==> src/rtl/arc4_pkg.sv <==
// -----------------------------------------------------------------------------
// arc4_pkg
// Shared definitions for the ARC4 blocks (key schedule, PRGA, top level).
//   arc4_state_e : key-schedule state encoding
//   BYTE_W       : datapath width of the S-box and key bytes
//   SBOX_DEPTH   : number of S-box entries
//   byte_inc     : wrapping 8-bit increment used for the S-box index
// -----------------------------------------------------------------------------
package arc4_pkg;

  localparam int BYTE_W     = 8;
  localparam int SBOX_DEPTH = 256;

  typedef enum logic [2:0] {
    IDLE  = 3'd0,
    INIT  = 3'd1,
    RD_I  = 3'd2,
    CAP_I = 3'd3,
    RD_J  = 3'd4,
    CAP_J = 3'd5,
    WR_I  = 3'd6,
    WR_J  = 3'd7
  } arc4_state_e;

  // Wrapping increment; the carry out of bit 7 is dropped on purpose.
  function automatic logic [BYTE_W-1:0] byte_inc(input logic [BYTE_W-1:0] v);
    return v + 8'd1;
  endfunction

endpackage

==> src/rtl/ksa_gen.sv <==
// -----------------------------------------------------------------------------
// ksa_gen
// ARC4 key-scheduling engine driving an external 256 x 8 S-memory.
// Optionally fills S[i]=i first, then runs 256 swap iterations of 6 cycles.
//
// Parameters
//   KEY_BYTES : key length in bytes (1..32)
//   INIT_EN   : 1 = identity-fill pass before scheduling, 0 = schedule only
// Ports
//   clk    : clock, rising edge
//   rst_n  : asynchronous active-low reset
//   en     : start request, sampled only while rdy=1
//   rdy    : idle / ready to accept en
//   key    : key, byte 0 in the most significant byte
//   addr   : S-memory address
//   rddata : S-memory read data, valid the cycle after a read address
//   wrdata : S-memory write data
//   wren   : S-memory write enable
// -----------------------------------------------------------------------------
module ksa_gen
  import arc4_pkg::*;
#(
  parameter int KEY_BYTES = 3,
  parameter int INIT_EN   = 1
) (
  input  logic                     clk,
  input  logic                     rst_n,
  input  logic                     en,
  output logic                     rdy,
  input  logic [8*KEY_BYTES-1:0]   key,
  output logic [BYTE_W-1:0]        addr,
  input  logic [BYTE_W-1:0]        rddata,
  output logic [BYTE_W-1:0]        wrdata,
  output logic                     wren
);

  // Key-byte counter width; a one-byte key still gets a 1-bit counter.
  localparam int KW = (KEY_BYTES > 1) ? $clog2(KEY_BYTES) : 1;
  localparam logic [BYTE_W-1:0] LAST_IDX = 8'(SBOX_DEPTH - 1);
  localparam logic [KW-1:0]     LAST_K   = KW'(KEY_BYTES - 1);

  generate
    if (KEY_BYTES < 1 || KEY_BYTES > 32) begin : g_bad_key_bytes
      $error("ksa_gen: KEY_BYTES must be in 1..32");
    end
  endgenerate

  arc4_state_e              state_r;
  logic [8*KEY_BYTES-1:0]   key_r;
  logic [BYTE_W-1:0]        i_r;
  logic [BYTE_W-1:0]        j_r;
  logic [KW-1:0]            k_r;
  logic [BYTE_W-1:0]        si_r;
  logic [BYTE_W-1:0]        sj_r;

  // Key-schedule sequencer: state, indices and captured S values.
  always_ff @(posedge clk or negedge rst_n) begin
    if (!rst_n) begin
      state_r <= IDLE;
      key_r   <= {(8*KEY_BYTES){1'b0}};
      i_r     <= 8'd0;
      j_r     <= 8'd0;
      k_r     <= {KW{1'b0}};
      si_r    <= 8'd0;
      sj_r    <= 8'd0;
    end else begin
      case (state_r)
        IDLE: begin
          if (en) begin
            // Key is latched here so later changes on the port are ignored.
            key_r <= key;
            i_r   <= 8'd0;
            j_r   <= 8'd0;
            k_r   <= {KW{1'b0}};
            if (INIT_EN != 0) begin
              state_r <= INIT;
            end else begin
              state_r <= RD_I;
            end
          end else begin
            state_r <= IDLE;
          end
        end
        INIT: begin
          // i wraps 255 -> 0, which is exactly the start index for scheduling.
          i_r <= byte_inc(i_r);
          if (i_r == LAST_IDX) begin
            state_r <= RD_I;
          end else begin
            state_r <= INIT;
          end
        end
        RD_I: begin
          state_r <= CAP_I;
        end
        CAP_I: begin
          si_r    <= rddata;
          j_r     <= j_r + rddata + key_r[8*(KEY_BYTES-1-int'(k_r)) +: 8];
          state_r <= RD_J;
        end
        RD_J: begin
          state_r <= CAP_J;
        end
        CAP_J: begin
          sj_r    <= rddata;
          state_r <= WR_I;
        end
        WR_I: begin
          state_r <= WR_J;
        end
        WR_J: begin
          if (i_r == LAST_IDX) begin
            state_r <= IDLE;
          end else begin
            i_r <= byte_inc(i_r);
            if (k_r == LAST_K) begin
              k_r <= {KW{1'b0}};
            end else begin
              k_r <= k_r + {{(KW-1){1'b0}}, 1'b1};
            end
            state_r <= RD_I;
          end
        end
        default: begin
          state_r <= IDLE;
        end
      endcase
    end
  end

  // Moore output decode: memory port and ready flag from state and registers.
  always_comb begin
    rdy    = 1'b0;
    wren   = 1'b0;
    addr   = 8'd0;
    wrdata = 8'd0;
    case (state_r)
      IDLE: begin
        rdy = 1'b1;
      end
      INIT: begin
        wren   = 1'b1;
        addr   = i_r;
        wrdata = i_r;
      end
      RD_I, CAP_I: begin
        addr = i_r;
      end
      RD_J, CAP_J: begin
        addr = j_r;
      end
      WR_I: begin
        wren   = 1'b1;
        addr   = i_r;
        wrdata = sj_r;
      end
      WR_J: begin
        wren   = 1'b1;
        addr   = j_r;
        wrdata = si_r;
      end
      default: begin
        rdy = 1'b0;
      end
    endcase
  end

endmodule
==> config.mk <==
export PLATFORM = sky130hd
export DESIGN_NAME = ksa_gen
export DESIGN_NICKNAME = d
export VERILOG_FILES = /design/src/rtl/arc4_pkg.sv /design/src/rtl/ksa_gen.sv
export SDC_FILE = /design/constraint.sdc
export NUM_CORES = 1
export LEC_CHECK = 0
export ABC_AREA = 1
export BUFFER_PORTS_ARGS = -buffer_cell sky130_fd_sc_hd__buf_2
export CAP_MARGIN = 20
export CORE_MARGIN = 8
export CORE_UTILIZATION = 52
export CTS_CLUSTER_DIAMETER = 100
export DETAILED_ROUTE_END_ITERATION = 8
export PLACE_DENSITY = 0.79
export SETUP_SLACK_MARGIN = 0.3
export SYNTH_ARGS = -nofsm -noshare
export SYNTH_HDL_FRONTEND = slang
export SYNTH_SLANG_ARGS = --single-unit
==> constraint.sdc <==
create_clock -name clk -period 3.05 [get_ports clk]
set_input_delay 0.305 -clock clk [delete_from_list [all_inputs] [get_ports clk]]
set_output_delay 0.305 -clock clk [all_outputs]
set_load 0.01 [all_outputs]
==> results of run 1 <==
metal layers:
metal,global-route usage,up-vias,routed length (um)
met3,0.0597,14,675
li1,-,1435,-
met5,0,-,0
met1,0.223,1400,3680
met4,0.0803,0,149
met2,0.314,125,4110
synthesized netlist by cell type (all sizes together):
| library cell | instances |
|---|---|
| dfrtp | 61 |
| a21oi | 6 |
| nor2 | 19 |
| nand3 | 18 |
| a31oi | 2 |
| clkbuf | 3 |
| o21ai | 46 |
| buf | 5 |
| nand4 | 1 |
| o211ai | 9 |
| or2 | 2 |
| mux2 | 22 |
| fa | 8 |
| o22ai | 11 |
| o21a | 1 |
| nor3 | 4 |
| clkinv | 1 |
| nand2 | 110 |
| ha | 10 |
| xor2 | 5 |
| inv | 58 |
| a21o | 1 |
timing repair:
action | in CTS | in global routing
endpoints found under the hold margin | 0 | 0
buffers inserted | 4 | 2
resized for setup | 19 | 17
pin swaps | 7 | 15
endpoints found under the setup margin | 5 | 6
logic make-up (layout without fill, tap and decap cells):
logic type               count (synthesis)  after routing  synth area share
AO/OA/AOI/OAI                           76             76             0.122
XOR/XNOR                                 5              5            0.0125
multiplexers                            22             22            0.0877
AND/OR/NAND/NOR                        154            154             0.183
buffers and inverters                   67            136            0.0788
flip-flops                              61             61             0.435
adder cells (fa/ha/maj)                 18             18            0.0813
power by group through the flow:
stage               Combinational (uW)  Sequential [uW]  Clock (uW)
finish                            3410             1450         719
global route                      3800             1490         764
CTS                               3100             1440         735
detailed placement                2810             1450           0
global placement                  2730             1430           0
floorplan                         2190             1370           0
critical path: stages, from the launching register on:
cell,delay (ns)
sky130_fd_sc_hd__dfrtp_2,0.45
sky130_fd_sc_hd__buf_6,0.14
sky130_fd_sc_hd__buf_4,0.15
sky130_fd_sc_hd__o21ai_0,0.24
sky130_fd_sc_hd__o21ai_1,0.16
sky130_fd_sc_hd__fa_1,0.59
sky130_fd_sc_hd__inv_1,0.07
sky130_fd_sc_hd__fa_2,0.43
sky130_fd_sc_hd__nor3_4,0.18
sky130_fd_sc_hd__nor2_2,0.06
sky130_fd_sc_hd__inv_1,0.05
sky130_fd_sc_hd__nand2_1,0.05
sky130_fd_sc_hd__nand3_1,0.08
sky130_fd_sc_hd__nand2_1,0.05
registers in the layout (all words and copies together) (netlist names):
register	cells
k_r	2
state_r	3
sj_r	8
si_r	8
i_r	8
j_r	8
key_r	24
final timing paths:
kind / depth (start not counted) / slack, ns / endpoint
hold / removal: 1 / 0.04 / sj_r[0]
setup / recovery: 13 / 0.24 / j_r[7]
hold reg to reg: 2 / 0.49 / si_r[4]
max in group asynchronous: 2 / 2.16 / k_r[0]
setup reg to reg: 13 / 0.24 / j_r[7]
min in group clk: 2 / 0.19 / key_r[13]
final cells by class:
| cell class | instances | area, um^2 |
|---|---|---|
| flip-flops and latches | 61 | 1530 |
| well taps | 80 | 100 |
| clock inverters | 3 | 45.0 |
| clock buffers | 13 | 149 |
| fillers | 577 | 2430 |
| repair buffers | 61 | 332 |
| multi-input cells | 275 | 1830 |
| inverters | 59 | 226 |
metrics by stage:
stage               setup WS [ns]  utilization
floorplan                   0.319            -
detailed placement         0.0422        0.583
CTS                         0.309        0.626
global placement           0.0640        0.583
global route               0.0678        0.634
finish                      0.244        0.634
==> flow_summary.toml, run 1 <==
[floorplanning]
start_util = 0.528
design.die.area_um2 = 9630
die_height_um = 98.2
floorplan.rows = 30
die_w_um = 98.2
design.portCount = 53
floorplan.core_area_um2 = 6640

[sta]
worst_clock_skew_ns = 0.00696
totalNegativeSetupSlack_ns = 0
grt_setup_unrepaired = "yes"
worst_hold_slack_ns = 0.0450
hold_viol_final = 0
report.final.slew_viol_count = 0
relSlewSlack = 0.465
final.period_utilization = 0.920
max_freq_ghz = 0.356
tightest_slew_ns = 0.802
layout_min_cycle_time_ns = 2.81
setup-violations-final = 0

[power]
total_leakage_power_uw = 0.00218
pwr-share-comb = 0.611
power.net_switching_uw = 2530
power.share.switching = 0.454
p_per_area_nw_per_um2 = 1320
power_frac_seq = 0.260
internal_power_uw = 3040
total_power_uw = 5580
power_frac_clock = 0.129
power.ir.vdd_worst_mv = 0.664

[critical_path]
critical_path_required_ns = 3.28
critical_path_class = "flip-flop to flip-flop"
critical_path.max_fanout = 6
crit_path_end_kind = "flip-flop"
worst_setup_path_startpoint = "k_r[0]"
crit-reg2reg-launch = "k_r[0]"
start_kind = "flip-flop"
cp_data_arrival_time_ns = 3.04

[route]
wire_per_inst_um = 15.6
wl_um = 8610
detailroute.via_count = 2974
vias_per_cell = 5.39
drcViolationCount = 0
detail_route.iter0.violations = 239
final_antenna_violating_net_count = 0
detail_route.first_pass.iterations = 5

[yosys]
synthDominantAreaCellType = "sky130_fd_sc_hd__dfrtp_1"
synth-seq-area-share = 0.435
ys_seq_elements = 61
ys.warnings.count = 0
synth.cell_area_um2 = 3510
post_synth_inst_count = 403
postSynthNetCount = 456
postSynthAreaPerCell_um2 = 8.71
netlist-cell-type-count = 33
synth.top_cell.area_share = 0.435
netlist_top_cells_area = "sky130_fd_sc_hd__dfrtp_1 43%, sky130_fd_sc_hd__nand2_1 11%, sky130_fd_sc_hd__mux2_4 6.8%"

[run]
maxCapViolations = 0

[global_routing]
overflow = 0
largest_net_degree_at_the_start_of_global_routing = 37
first_global_vias = 3124
globalRouteTotalUtil = 0.190
global_route_wire_length_before_repair_um = 14600
grt_antenna_before_repair = 0

[clocking]
worstSkewPairLatency_ns = 0.35
worst_setup_hold_path_clk_slew_ns = 0.07
cts-root-to-sink-buffers = 2
cts_tree = "yes"
cts_hold_buf = 0
tritoncts.num_buffers = 9
clock_tree.htree_level_count = 3
cts_num_sinks = 61
cts_root_buf = "sky130_fd_sc_hd__clkbuf_8"

[run_status]
result_of_the_run = "complete, no violations"

[final_layout]
syn2layout_area_growth_pct = 20.1
nNetsFinal = 520
n_antenna_cell = 0
fin_area_um2 = 4210
most_frequent_standard_cell_in_the_layout_excluding_fill_and_tap_cells = "sky130_fd_sc_hd__nand2_1"
final-instance-count-excl-fill = 552
layout_common_cells = "103 x sky130_fd_sc_hd__nand2_1, 60 x sky130_fd_sc_hd__dfrtp_1, 52 x sky130_fd_sc_hd__buf_2, 50 x sky130_fd_sc_hd__inv_1, 28 x sky130_fd_sc_hd__o21ai_0"
layout-drive-gt1-share = 0.286

[worst_hold_path]
hold_path_class = "input pin to asynchronous set/reset pin"

[placement]
dpl.hpwl_um = 6230
place.gp.congestion = 0.861
dpl.cell_count = 530
dpl-instance-area_um2 = 3880
placement.io_buffers = 52
Note: power is estimated with default switching activity, not from simulation.
==> run 2: changes to the inputs <==
--- a/config.mk
+++ b/config.mk
@@ -8,12 +8,14 @@
 export ABC_AREA = 1
 export BUFFER_PORTS_ARGS = -buffer_cell sky130_fd_sc_hd__buf_2
 export CAP_MARGIN = 20
+export CORE_ASPECT_RATIO = 0.9
 export CORE_MARGIN = 8
 export CORE_UTILIZATION = 52
 export CTS_CLUSTER_DIAMETER = 100
 export DETAILED_ROUTE_END_ITERATION = 8
-export PLACE_DENSITY = 0.79
+export PLACE_DENSITY = 0.77
 export SETUP_SLACK_MARGIN = 0.3
+export SLEW_MARGIN = 20
 export SYNTH_ARGS = -nofsm -noshare
 export SYNTH_HDL_FRONTEND = slang
 export SYNTH_SLANG_ARGS = --single-unit
==> flow_summary.toml, run 2 (same netlist as run 1, synthesis figures left out) <==
[worst_hold_path]
hold_path_class = "input pin to asynchronous set/reset pin"

[global_routing]
overflow = 0
first_global_vias = 3162
grt_antenna_before_repair = 0
globalRouteTotalUtil = 0.206
global_route_wire_length_before_repair_um = 15400
largest_net_degree_at_the_start_of_global_routing = 50

[clocking]
tritoncts.num_buffers = 9
worstSkewPairLatency_ns = 0.34
cts_num_sinks = 61
cts-root-to-sink-buffers = 2
cts_tree = "yes"
worst_setup_hold_path_clk_slew_ns = 0.08
cts_root_buf = "sky130_fd_sc_hd__clkbuf_8"
clock_tree.htree_level_count = 3

[sta]
report.final.slew_viol_count = 0
grt_setup_unrepaired = "yes"
hold_viol_final = 40
worst_clock_skew_ns = 0.0137
layout_min_cycle_time_ns = 2.80
setup-violations-final = 0
max_freq_ghz = 0.357
final.period_utilization = 0.920
tightest_slew_ns = 0.645
relSlewSlack = 0.568
worst_hold_slack_ns = -0.0366
totalNegativeSetupSlack_ns = 0

[run]
maxCapViolations = 0

[placement]
place.gp.congestion = 0.914
placement.io_buffers = 52
dpl.hpwl_um = 6560
dpl.cell_count = 542

[final_layout]
layout_common_cells = "102 x sky130_fd_sc_hd__nand2_1, 60 x sky130_fd_sc_hd__dfrtp_1, 51 x sky130_fd_sc_hd__buf_2, 50 x sky130_fd_sc_hd__inv_1, 27 x sky130_fd_sc_hd__o21ai_0"
nFillCells = 524
n_antenna_cell = 0
final-instance-count-excl-fill = 566
largest_reg_flops = 24
most_frequent_standard_cell_in_the_layout_excluding_fill_and_tap_cells = "sky130_fd_sc_hd__nand2_1"
layout-drive-gt1-share = 0.307
area_taken_by_multi_input_logic_gates_um2 = 1860
largest-register = "key_r"
syn2layout_area_growth_pct = 23.0
layout.area.seq_um2 = 1530
nNetsFinal = 524

[route]
final_antenna_violating_net_count = 0
detail_route.iter0.violations = 216
vias_per_cell = 5.43
wl_um = 9320
drcViolationCount = 0
detailroute.via_count = 3073
detail_route.first_pass.iterations = 4
wire_per_inst_um = 16.5

[critical_path]
critical_path.reg2reg.endpoint = "j_r[6]"
start_kind = "flip-flop"
crit-reg2reg-launch = "k_r[1]"
cp_data_arrival_time_ns = 3.03
critical_path_class = "flip-flop to flip-flop"
critical_path.max_fanout = 8
rr_worst_depth = 17
crit_path_end_kind = "flip-flop"
r2r_slack_ns = 0.25
critical_path_required_ns = 3.28

[floorplanning]
floorplan.core_area_um2 = 6550
die_height_um = 93.9
floorplan.rows = 28
die_w_um = 103
design.die.area_um2 = 9640
design.portCount = 53
start_util = 0.536

[power]
power.ir.vdd_worst_mv = 0.777
p_per_area_nw_per_um2 = 1370
total_leakage_power_uw = 0.00222

[run_status]
violations = "negative hold slack"
result_of_the_run = "complete, but fails checks"
run 2: cell count changes in the layout (fill, tap and decap cells not counted), sizes merged:
cell and change:
buf +4, bufinv +1, clkinvlp +2, inv +1, clkbuf -4
run 2: metrics by stage:
step           utilization  power [uW]  setup slack [ns]  area (um^2)  hold slack [ns]
2_1_floorplan            -        3560             0.319         3550          0.00941
5_1_grt              0.659        6360            0.0962         4320           0.0131
6_report             0.659        5910             0.245         4320          -0.0366
4_1_cts              0.649        5510             0.302         4250            0.181
3_5_place_dp         0.596        4290           -0.0328         3900            0.474
3_3_place_gp         0.596        4200             0.106         3900            0.466
run 2: worst max-delay path by stage:
stage                     depth (start not counted)  startpoint  slack, ns     end
after floorplan                                  18      k_r[0]       0.32  j_r[7]
after global placement                           14      k_r[0]       0.11  j_r[6]
after detailed placement                         14      k_r[0]      -0.03  j_r[6]
after CTS                                        14      k_r[0]       0.30  j_r[6]
after global routing                             17      k_r[0]        0.1  j_r[7]
final                                            17      k_r[1]       0.25  j_r[6]
run 2: final cells by class:
class | instances | area share
Clock buffer | 9 | 0.0287
Clock inverter | 7 | 0.0229
Inverter | 59 | 0.0530
Multi-Input combinational cell | 275 | 0.432
Sequential cell | 61 | 0.354
Tap cell | 90 | 0.0261
Timing Repair Buffer | 65 | 0.0835
run 2: worst max-delay path, stage by stage (launching register included):
cell and delay, ns:
sky130_fd_sc_hd__dfrtp_1 0.39, sky130_fd_sc_hd__inv_1 0.12, sky130_fd_sc_hd__ha_4 0.23, sky130_fd_sc_hd__buf_4 0.14
sky130_fd_sc_hd__nor2_4 0.16, sky130_fd_sc_hd__nand2_1 0.09, sky130_fd_sc_hd__o21ai_1 0.10, sky130_fd_sc_hd__inv_1 0.09
sky130_fd_sc_hd__fa_1 0.49, sky130_fd_sc_hd__inv_2 0.05, sky130_fd_sc_hd__ha_4 0.31, sky130_fd_sc_hd__nand2_2 0.07
sky130_fd_sc_hd__inv_2 0.06, sky130_fd_sc_hd__nand4_1 0.12, sky130_fd_sc_hd__nand3_2 0.12, sky130_fd_sc_hd__nand2_1 0.05
sky130_fd_sc_hd__nand2_1 0.05, sky130_fd_sc_hd__o21ai_1 0.06
run 2: layer usage:
metal,part of all wire,global-route usage,up-vias
met5,0,0,-
met4,0.023,0.0757,0
met3,0.053,0.0467,18
met2,0.50,0.348,94
met1,0.42,0.251,1512
li1,-,-,1449
run 2: where the power goes:
group	internal [uW]	switching, uW	total, uW
registers	1190	276	1460
logic	1560	2070	3630
clock network	462	354	816
total	3210	2700	5910
run 2: what timing repair did:
action / CTS / global route
endpoints found under the setup margin: 6 / 6
pin swaps: 16 / 16
resized for setup: 24 / 20
hold endpoints to repair: 0 / 0
buffers inserted: 7 / 1
hold buffers: 0 / 0
cloned: 0 / 0
